File: src/rtl/memory_write_responder_pkg.sv
// memory_write_responder_pkg: response codes and hold-register layout shared by the write responder
// Contents:
//   RESP_OKAY / RESP_SLVERR  write-response encodings (only these two are ever driven)
//   HOLD_FLAG_BITS           width of the held flag stored above the payload in a hold slot
//   addr_in_range            true when a word address maps onto an implemented memory word
package memory_write_responder_pkg;
    localparam logic RESP_OKAY      = 1'b0;
    localparam logic RESP_SLVERR    = 1'b1;
    localparam int   HOLD_FLAG_BITS = 1;

    function automatic logic addr_in_range(input logic [31:0] addr, input int depth);
        return addr < 32'(depth);
    endfunction
endpackage

File: src/rtl/memory_write_responder_chan_hold.sv
// chan_hold_reg: single-beat valid/ready capture register for one write channel
// Ports:
//   clk, rst   clock, asynchronous active-high reset
//   valid      incoming beat valid
//   ready      high while the slot is empty
//   data       incoming beat payload
//   clear      empties the slot (write committed)
//   held       slot holds a beat
//   held_data  payload of the held beat
module chan_hold_reg
    import memory_write_responder_pkg::*;
#(
    parameter int WIDTH = 4
) (
    input  logic             clk,
    input  logic             rst,
    input  logic             valid,
    output logic             ready,
    input  logic [WIDTH-1:0] data,
    input  logic             clear,
    output logic             held,
    output logic [WIDTH-1:0] held_data
);
    // slot = {held flag, payload}
    logic [WIDTH+HOLD_FLAG_BITS-1:0] slot;

    always_ff @(posedge clk or posedge rst) begin
        if (rst)
            slot <= '0;
        else if (clear)
            slot <= '0;
        else if (valid && ready)
            slot <= {1'b1, data};
    end

    assign held      = slot[WIDTH];
    assign ready     = !held;
    assign held_data = slot[WIDTH-1:0];
endmodule

File: src/rtl/memory_write_responder.sv
// memory_write_responder: memory-side AW/W/B responder with word array, B slot and read-back port
// Ports:
//   clk, rst                      clock, asynchronous active-high reset
//   aw_valid/aw_ready/aw_address  write-address channel
//   w_valid/w_ready/w_data        write-data channel
//   b_valid/b_ready/b_resp        write-response channel (OKAY=0, SLVERR=1)
//   wr_count                      saturating count of OKAY writes since reset
//   rd_addr/rd_data               combinational read-back, 0 outside the implemented words
module memory_write_responder
    import memory_write_responder_pkg::*;
#(
    parameter int ADDR_WDTH = 4,
    parameter int DATA_WDTH = 32,
    parameter int RESP_WDTH = 1,
    parameter int MEM_DEPTH = 16
) (
    input  logic                 clk,
    input  logic                 rst,
    input  logic                 aw_valid,
    output logic                 aw_ready,
    input  logic [ADDR_WDTH-1:0] aw_address,
    input  logic                 w_valid,
    output logic                 w_ready,
    input  logic [DATA_WDTH-1:0] w_data,
    output logic                 b_valid,
    input  logic                 b_ready,
    output logic [RESP_WDTH-1:0] b_resp,
    output logic [ADDR_WDTH:0]   wr_count,
    input  logic [ADDR_WDTH-1:0] rd_addr,
    output logic [DATA_WDTH-1:0] rd_data
);
    localparam logic [ADDR_WDTH:0] CNT_MAX = '1;

    logic                 aw_held, w_held, commit, in_range;
    logic [ADDR_WDTH-1:0] addr;
    logic [DATA_WDTH-1:0] data;
    logic [DATA_WDTH-1:0] mem [MEM_DEPTH];

    chan_hold_reg #(.WIDTH(ADDR_WDTH)) u_aw (
        .clk(clk), .rst(rst), .valid(aw_valid), .ready(aw_ready), .data(aw_address),
        .clear(commit), .held(aw_held), .held_data(addr)
    );

    chan_hold_reg #(.WIDTH(DATA_WDTH)) u_w (
        .clk(clk), .rst(rst), .valid(w_valid), .ready(w_ready), .data(w_data),
        .clear(commit), .held(w_held), .held_data(data)
    );

    // A commit needs both beats and a B slot that is empty or being emptied this cycle
    assign commit   = aw_held && w_held && (!b_valid || b_ready);
    assign in_range = addr_in_range(32'(addr), MEM_DEPTH);

    // Memory is deliberately outside the reset domain so contents survive rst
    always_ff @(posedge clk) begin
        if (commit && in_range)
            mem[addr] <= data;
    end

    always_ff @(posedge clk or posedge rst) begin
        if (rst) begin
            b_valid  <= 1'b0;
            b_resp   <= '0;
            wr_count <= '0;
        end else begin
            if (commit) begin
                b_valid <= 1'b1;
                b_resp  <= in_range ? RESP_WDTH'(RESP_OKAY) : RESP_WDTH'(RESP_SLVERR);
            end else if (b_ready) begin
                b_valid <= 1'b0;
            end
            if (commit && in_range && wr_count != CNT_MAX)
                wr_count <= wr_count + 1'b1;
        end
    end

    assign rd_data = addr_in_range(32'(rd_addr), MEM_DEPTH) ? mem[rd_addr] : '0;
endmodule
File: config.mk
export PLATFORM = sky130hd
export DESIGN_NAME = memory_write_responder
export DESIGN_NICKNAME = d
export VERILOG_FILES = /design/src/rtl/memory_write_responder_pkg.sv /design/src/rtl/memory_write_responder_chan_hold.sv /design/src/rtl/memory_write_responder.sv
export SDC_FILE = /design/constraint.sdc
export NUM_CORES = 1
export LEC_CHECK = 0
export ABC_AREA = 1
export BUFFER_PORTS_ARGS = -buffer_cell sky130_fd_sc_hd__buf_2
export CAP_MARGIN = 30
export CORE_AREA = 2 2 247 224
export CTS_BUF_LIST = sky130_fd_sc_hd__clkbuf_8
export CTS_CLUSTER_SIZE = 12
export DETAILED_ROUTE_END_ITERATION = 7
export DIE_AREA = 0 0 249 226
export PLACE_DENSITY = 0.7
export SKIP_CTS_REPAIR_TIMING = 1
export SYNTH_ARGS = -nofsm -noshare
export SYNTH_HDL_FRONTEND = slang
export SYNTH_SLANG_ARGS = --single-unit
File: constraint.sdc
create_clock -name clk -period 3.4 [get_ports clk]
set_input_delay 0.51 -clock clk [delete_from_list [all_inputs] [get_ports clk]]
set_output_delay 0.51 -clock clk [all_outputs]
set_load 0.01 [all_outputs]
---- Word-level counts from Yosys, hierarchy flattened ----
Memory sizes are Yosys's and may differ from the RTL's.
Cells that the tools add are included.
W data, S select, Z words.
cells by class
  mux-type cells .......................... 8
  $add $sub $neg .......................... 1
  eq/ne operators ......................... 1
  reduce and logical (&&, ||, !) cells .... 12
operators by type and width
  kind                   count
  $mux W33               2
  $mux W5                2
  $reduce_bool A2 Y1     3
  $add A5 B1 Y5 const B  1
  $logic_and A1 B1 Y1    5
  $ne A5 B5 Y1 const B   1
  $mux W1                4
  $logic_not A1 Y1       3
  $logic_or A1 B1 Y1     1
word-level totals
  bits in registers ....................... 44
  word-level logic and storage cells ...... 27
  input bits .............................. 45
  output and inout port bits .............. 41
  RAM bits ................................ 512
  memories kept ........................... 1
memories
  memory  words  width  read ports  clocked after Yosys merged registers in  write ports  RTL line                      text
  mem     16     32     1           0                                        1            memory_write_responder.sv:37  logic [DATA_WDTH-1:0] mem [MEM_DEPTH];

---- Logic depth before layout (Yosys ltp) ----
Gate-level depths: netlist of run 1.
  word-level depth ........................ 5
  depth in mapped cells ................... 10
  depth with buffers taken out ............ 8

---- By module ----
A second synthesis of run 1 with hierarchy kept.
unflattened totals
  cell total of the unflattened synthesis .. 2294
  area total of the unflattened synthesis .. 24050.6 µm²
modules (own cells, without submodules)
  module                  cells each  area an instance (µm²)  sequential area each (µm²)  instances
  memory_write_responder  2122        22380.2                 15524.9                     1
  chan_hold_reg at u_w    150         1458.9                  825.8                       1
  chan_hold_reg at u_aw   22          211.5                   125.1                       1

---- Worst setup path after synthesis of run 1 ----
No wires, ideal clock.
  path type ............................... input -> register
  start ................................... in b_ready
  end ..................................... mem mem[0][0], enable pin
  slack ................................... 649 ps
  required time ........................... 2979 ps
  data arrival time ....................... 2329 ps
  stages on the path ...................... 5
  buffers on the path ..................... 1
  library setup time ...................... 421 ps
  path through ............................ inv_1 > a21oi_2 > buf_4 > nand3_1 > nor2_1
on the way
  longest elaborated chain between the ends .. 4
ends and longest elaborated chain
  what                           RTL line                      text
  start, declared                memory_write_responder.sv:26  input logic b_ready,
  $logic_or A1 B1 Y1             memory_write_responder.sv:50  assign commit = aw_held && w_held && (!b_valid || b_ready);
  $logic_and A1 B1 Y1            memory_write_responder.sv:50
  $mux W1                        memory_write_responder.sv:55  if (commit && in_range)
  $mux W1 (implied by the code)  memory_write_responder.sv:56  mem[addr] <= data;
  end, declared                  memory_write_responder.sv:37
Every way passes these cells.

---- Worst setup path in the final report of run 1 ----
  start ................................... in rd_addr[0]
  end ..................................... out rd_data[0]
on the way
  longest elaborated chain between the ends .. 1
ends and longest elaborated chain
  what             RTL line                      text
  start, declared  memory_write_responder.sv:29  input logic [ADDR_WDTH-1:0] rd_addr,
  $mem_v2 Z16 W32  n/a
  end, declared    memory_write_responder.sv:30  output logic [DATA_WDTH-1:0] rd_data
Every way passes these cells.

==> results_dict.tcl, run 1 <==
set metrics [dict create \
    switching_share_pct 28.6 \
    setup_viol 0 \
    fp.dieH_um 226 \
    status "finished clean" \
    crit_required_ps 2890 \
    crit_type "input pin to primary output" \
    cts_made_buffers 90 \
    p_int_mw 12.3 \
    grt.total_usage_pct 21.0 \
    comb_power_share_pct 11.6 \
    cts_tree "done" \
    min_period_ps 2860 \
    dp.final_hpwl_mm 30.8 \
    antenna_found_initial 1 \
    drtAntennaViolNets 0 \
    ys.flop_type "edfxtp_1" \
    synthArstFlopShare_pct 7.91 \
    crit_family "buffers and inverters" \
    tightest_slew_ps 990 \
    multi_input_area_sq_um 5300 \
    seqPwrFrac_pct 58.4 \
    drtIter0Drc 1704 \
    fin_crit_sh_pct 84.0 \
    holdWs_ps 8.70 \
    drive_above_1_share_pct 10.3 \
    area_delta_synth_final_pct 11.8 \
    yosys.area.top_type "edfxtp_1" \
    grt_max_degree 152 \
    ys_warn_count 0 \
    crit_top_cell "nand2_1" \
    fin_nets 2433 \
    num_rows 81 \
    gp_congestion 0.777 \
    cp-start-kind "input pin" \
    routed_wl_mm 58.2 \
    pwr-share-clk_pct 30.1 \
    dieArea_sq_um 56300 \
    max_cap_viol_count 0 \
    synth.distinct_cells 23 \
    path_max_fanout 59 \
    relSlewSlack_pct 34.0 \
    clkTransAtPathRegs_ps 60 \
    io_pins 86 \
    htree_levels 3 \
    wl_per_cell_um 18.4 \
    start_util_pct 44.5 \
    p_switching_mw 4.95 \
    port-buffer-count 84 \
    mostFrequentLayoutCell "nand2_1" \
    dr_total_vias 16100 \
    via_per_inst 5.10 \
    synth-seq-cells 556 \
    synth-edff-count 512 \
    p_leak_nw 11.8 \
    crit_arrival_ps 2350 \
    core_sq_um 53800 \
    fillers 4711 \
    cp-startpoint "rd_addr[0]" \
    rsz0062_at_grt "no" \
    critPathMaxStageDelay_ps 620 \
    cts.sinks 556 \
    avgSynthCellArea_sq_um 10.5 \
    min_path_type "input pin to asynchronous set/reset pin" \
    synth_area_leaders "edfxtp_1 (64%), nand2_1 (11%), nand3_1 (9.6%)" \
    regArea_sq_um 16500 \
    slew_violations 0 \
    final_cell_mix "nand2_1 (721), edfxtp_1 (512), nand3_1 (460), inv_1 (433), clkbuf_8 (100)" \
    crit_slowest_cell "buf_4" \
    r2r_start "u_aw.slot[4]" \
    dp.cells 2999 \
    cts_max_path_buffers 3 \
    finalHoldViolCount 0 \
    synth_cells 2288 \
    power.density_nw_per_um2 645 \
    setup_tns_ps 0 \
    fin_skew_ps 21.4 \
    worstSkewPairLatency_ps 650 \
    yosysSeqAreaShare_pct 68.8 \
    syn-num-nets 2335 \
    max_clock_freq_mhz 350 \
    grt_first_pass_wirelength_mm 89.7 \
    critPathBufInv 3 \
    crit_chain "buf_6 > buf_4 > nand2_1 > nand2_1 > nand2_1 > nand3_1 > nand3_1 > nand2_1 > buf_2" \
    drc 0 \
    netlist_area_sq_um 23900 \
    grt_pass1_vias 15700 \
    cts-root-buf "clkbuf_8" \
    end_kind "primary output" \
    die_width_um 249 \
    dr.pass1.iters 5 \
    yosysTopAreaCellShare_pct 64.2 \
    ir_worst_vdd_mv 0.376 \
    grt_overflow 0 \
    instances_no_fill 3162 \
]
-- Yosys cell counts, types with 2 or more instances --
cell and instances:
o21ai_0 5, buf_6 30, buf_1 11, buf_2 44
inv_1 396, nand3_1 460, xnor2_1 2, nand2_1 721
edfxtp_1 512, dfrtp_1 44, buf_4 12, clkbuf_1 22
nor2_1 18, ha_1 2
-- worst reg2reg max path, delay by kind of cell (launching register included) --
kind                   cells  cell delay, ps
DFF                        1             340
buffers and inverters      1             310
and+or+nand+nor            3            1230
AOI/OAI and AO/OA          1             390
-- layout make-up --
class / count / area share [%]
Timing Repair Buffer: 126 / 3.71
Antenna cell: 1 / 0.00934
Tap cell: 705 / 3.29
Clock inverter: 62 / 0.916
Multi-Input combinational cell: 1213 / 19.8
Sequential cell: 556 / 61.5
Clock buffer: 100 / 5.14
Inverter: 399 / 5.62
-- path summary, 6_finish.rpt --
path / endpoint / slack (ps) / cells after the start
max in group asynchronous: u_w.slot[4] / 2630 / 3
setup / recovery: rd_data[0] / 540 / 9
min in group clk: u_w.slot[13] / 90 / 3
setup reg to reg: mem[10][19] / 800 / 5
hold reg to reg: b_valid / 520 / 2
hold / removal: u_w.slot[11] / 9 / 2
-- metal layers --
metal	global-route usage [%]	up-vias	share of wire (%)
met2	35.0	634	48
met5	0	-	0
met1	28.1	7768	43
li1	-	7618	-
met4	6.74	0	1.9
met3	3.75	95	7.4
-- state kept, by name, indices dropped and copies added (netlist names) --
signal,cells
mem,512
wr_count,5
u_w.slot,33
b_valid,1
u_aw.slot,5
-- per-stage QoR --
step / power [mW] / setup slack, ps / util (%) / cell area [sq um]
final: 17.3 / 544 / 49.8 / 26800
after global routing: 18.1 / 399 / 49.8 / 26800
after CTS: 17.4 / 570 / 49.8 / 26800
after detailed placement: 12.2 / 561 / 46.7 / 25200
after global placement: 12.1 / 580 / 46.7 / 25200
after floorplan: 11.1 / 649 / - / 23900
-- power by group through the flow --
stage	sequential, mW	clock [mW]	combinational (mW)
2_1_floorplan	9.82	0	1.24
3_3_place_gp	10.1	0	1.95
3_5_place_dp	10.2	0	2.00
6_report	10.1	5.19	1.99
5_1_grt	10.2	5.61	2.22
4_1_cts	10.1	5.31	2.02
-- cells by family after synthesis --
group                    Yosys count  share of synthesized area [%]
AND/OR/NAND/NOR                 1200                           21.2
flip-flops                       556                           68.8
buffers and inverters            519                           9.56
AO/OA/AOI/OAI                      7                          0.162
XOR/XNOR                           3                          0.110
adder cells (fa/ha/maj)            2                          0.105
other                              1                         0.0157
(Power assumes the default switching activity.)
==> run 2, diff against run 1 <==
- PLACE_DENSITY: 0.7 -> 0.72
- clock period: 3.4 -> 2.6 ns (I/O delays scaled with it)
==> results_dict.tcl, run 2 (same netlist as run 1, synthesis figures left out) <==
set metrics [dict create \
    status "complete, but fails checks" \
    violations "hold timing" \
    p_leak_nw 11.9 \
    start_util_pct 44.5 \
    cts_made_buffers 86 \
    fin_crit_sh_pct 95.9 \
    relSlewSlack_pct 59.6 \
    via_per_inst 5.12 \
    grt_max_degree 103 \
    drtIter0Drc 1415 \
    crit_arrival_ps 2100 \
    routed_wl_mm 57.9 \
    worstSkewPairLatency_ps 670 \
    core_sq_um 53800 \
    n_antenna_cell 0 \
    dp.final_hpwl_mm 31.9 \
    setup_tns_ps 0 \
    max_clock_freq_mhz 401 \
    drive_above_1_share_pct 11.5 \
    grt.total_usage_pct 20.8 \
    crit_type "register to primary output" \
    ff2ff_path_depth 4 \
    finalHoldViolCount 4 \
    crit_required_ps 2210 \
    path_max_fanout 22 \
    mostFrequentLayoutCell "nand2_1" \
    max_cap_viol_count 0 \
    rsz0062_at_grt "no" \
    hold_depth 3 \
    dr.pass1.iters 7 \
    final_cell_mix "nand2_1 (721), edfxtp_1 (512), nand3_1 (460), inv_1 (417), clkbuf_8 (100)" \
    post-place-ws_ps 424 \
    cp-start-kind "register" \
    port-buffer-count 84 \
    fp.dieH_um 226 \
    top_register "mem" \
    htree_levels 3 \
    grt_overflow 0 \
    cts_tree "done" \
    die_width_um 249 \
    gp_congestion 0.800 \
    min_period_ps 2490 \
    fin_nets 2461 \
    clkTransAtPathRegs_ps 60 \
    top_regs "mem: 512 flops, u_w.slot: 33 flops" \
    setup_viol 0 \
    drc 0 \
    power.density_nw_per_um2 849 \
    cts.sinks 556 \
    cts_max_path_buffers 3 \
    drtAntennaViolNets 0 \
    antenna_found_initial 1 \
    dieArea_sq_um 56300 \
    area_delta_synth_final_pct 13.5 \
    num_rows 81 \
    cts-root-buf "clkbuf_8" \
    ir_worst_vdd_mv 0.662 \
    largest_register_ff_count 512 \
    min_path_type "input pin to register" \
    end_kind "primary output" \
    setup_slack_ps 108 \
    io_pins 86 \
    slew_violations 0 \
    dr_total_vias 16300 \
    tightest_slew_ps 607 \
    grt_first_pass_wirelength_mm 89.6 \
    wl_per_cell_um 18.1 \
    holdWs_ps -28.5 \
    fin_skew_ps 33.6 \
    grt_pass1_vias 16100 \
]
-- run 2: cell count changes in the layout (fill, tap and decap cells not counted), sizes merged --
cell,delta
buf,+14
clkinv,+11
dlygate4sd3,+18
diode,-1
bufinv,+3
inv,-15
-- run 2: metrics by stage --
stage               instance area (sq um)  total power [mW]  instances  utilization [%]
floorplan                           23900              14.5       2288                -
detailed placement                  25300              16.0       3013             47.0
CTS                                 27000              23.2       3174             50.2
global placement                    25300              15.8       3013             47.0
global route                        27200              24.1       3192             50.5
finish                              27200              23.1       3192             50.5
-- run 2: layout make-up --
class	count	area, sq um
Multi-Input combinational cell	1213	5300
Fill cell	4537	26600
Clock inverter	61	344
Tap cell	705	882
Sequential cell	556	16500
Clock buffer	100	1380
Inverter	399	1510
Timing Repair Buffer	158	1290
-- run 2: final timing paths --
kind | startpoint | to | slack, ps
setup / recovery | u_w.slot[32] | w_ready | 110
hold / removal | w_data[3] | u_w.slot[3] | -30
setup reg to reg | b_valid | mem[5][18] | 500
hold reg to reg | wr_count[2] | wr_count[2] | 510
max in group asynchronous | rst | u_w.slot[26] | 1810
min in group asynchronous | rst | wr_count[3] | 190
-- run 2: power by group --
part           internal [mW]  switching [mW]  leakage (nW)
sequential              11.9            1.34          5.24
clock                   3.82            3.41         0.980
combinational          0.789            1.85          5.72
total                   16.5            6.60          11.9
-- run 2: per-layer routing --
layer	GRT usage [%]	up-vias	part of all wire [%]
met5	0	-	0.028
met4	8.97	2	3.1
met3	3.33	136	8.0
met2	35.5	725	49
met1	26.3	7805	40
li1	-	7674	-
-- run 2: worst max-delay path: stages, from the launching register on --
cell and delay [ps]:
dfrtp_1 350, clkinv_1 460, buf_4 450, buf_2 180
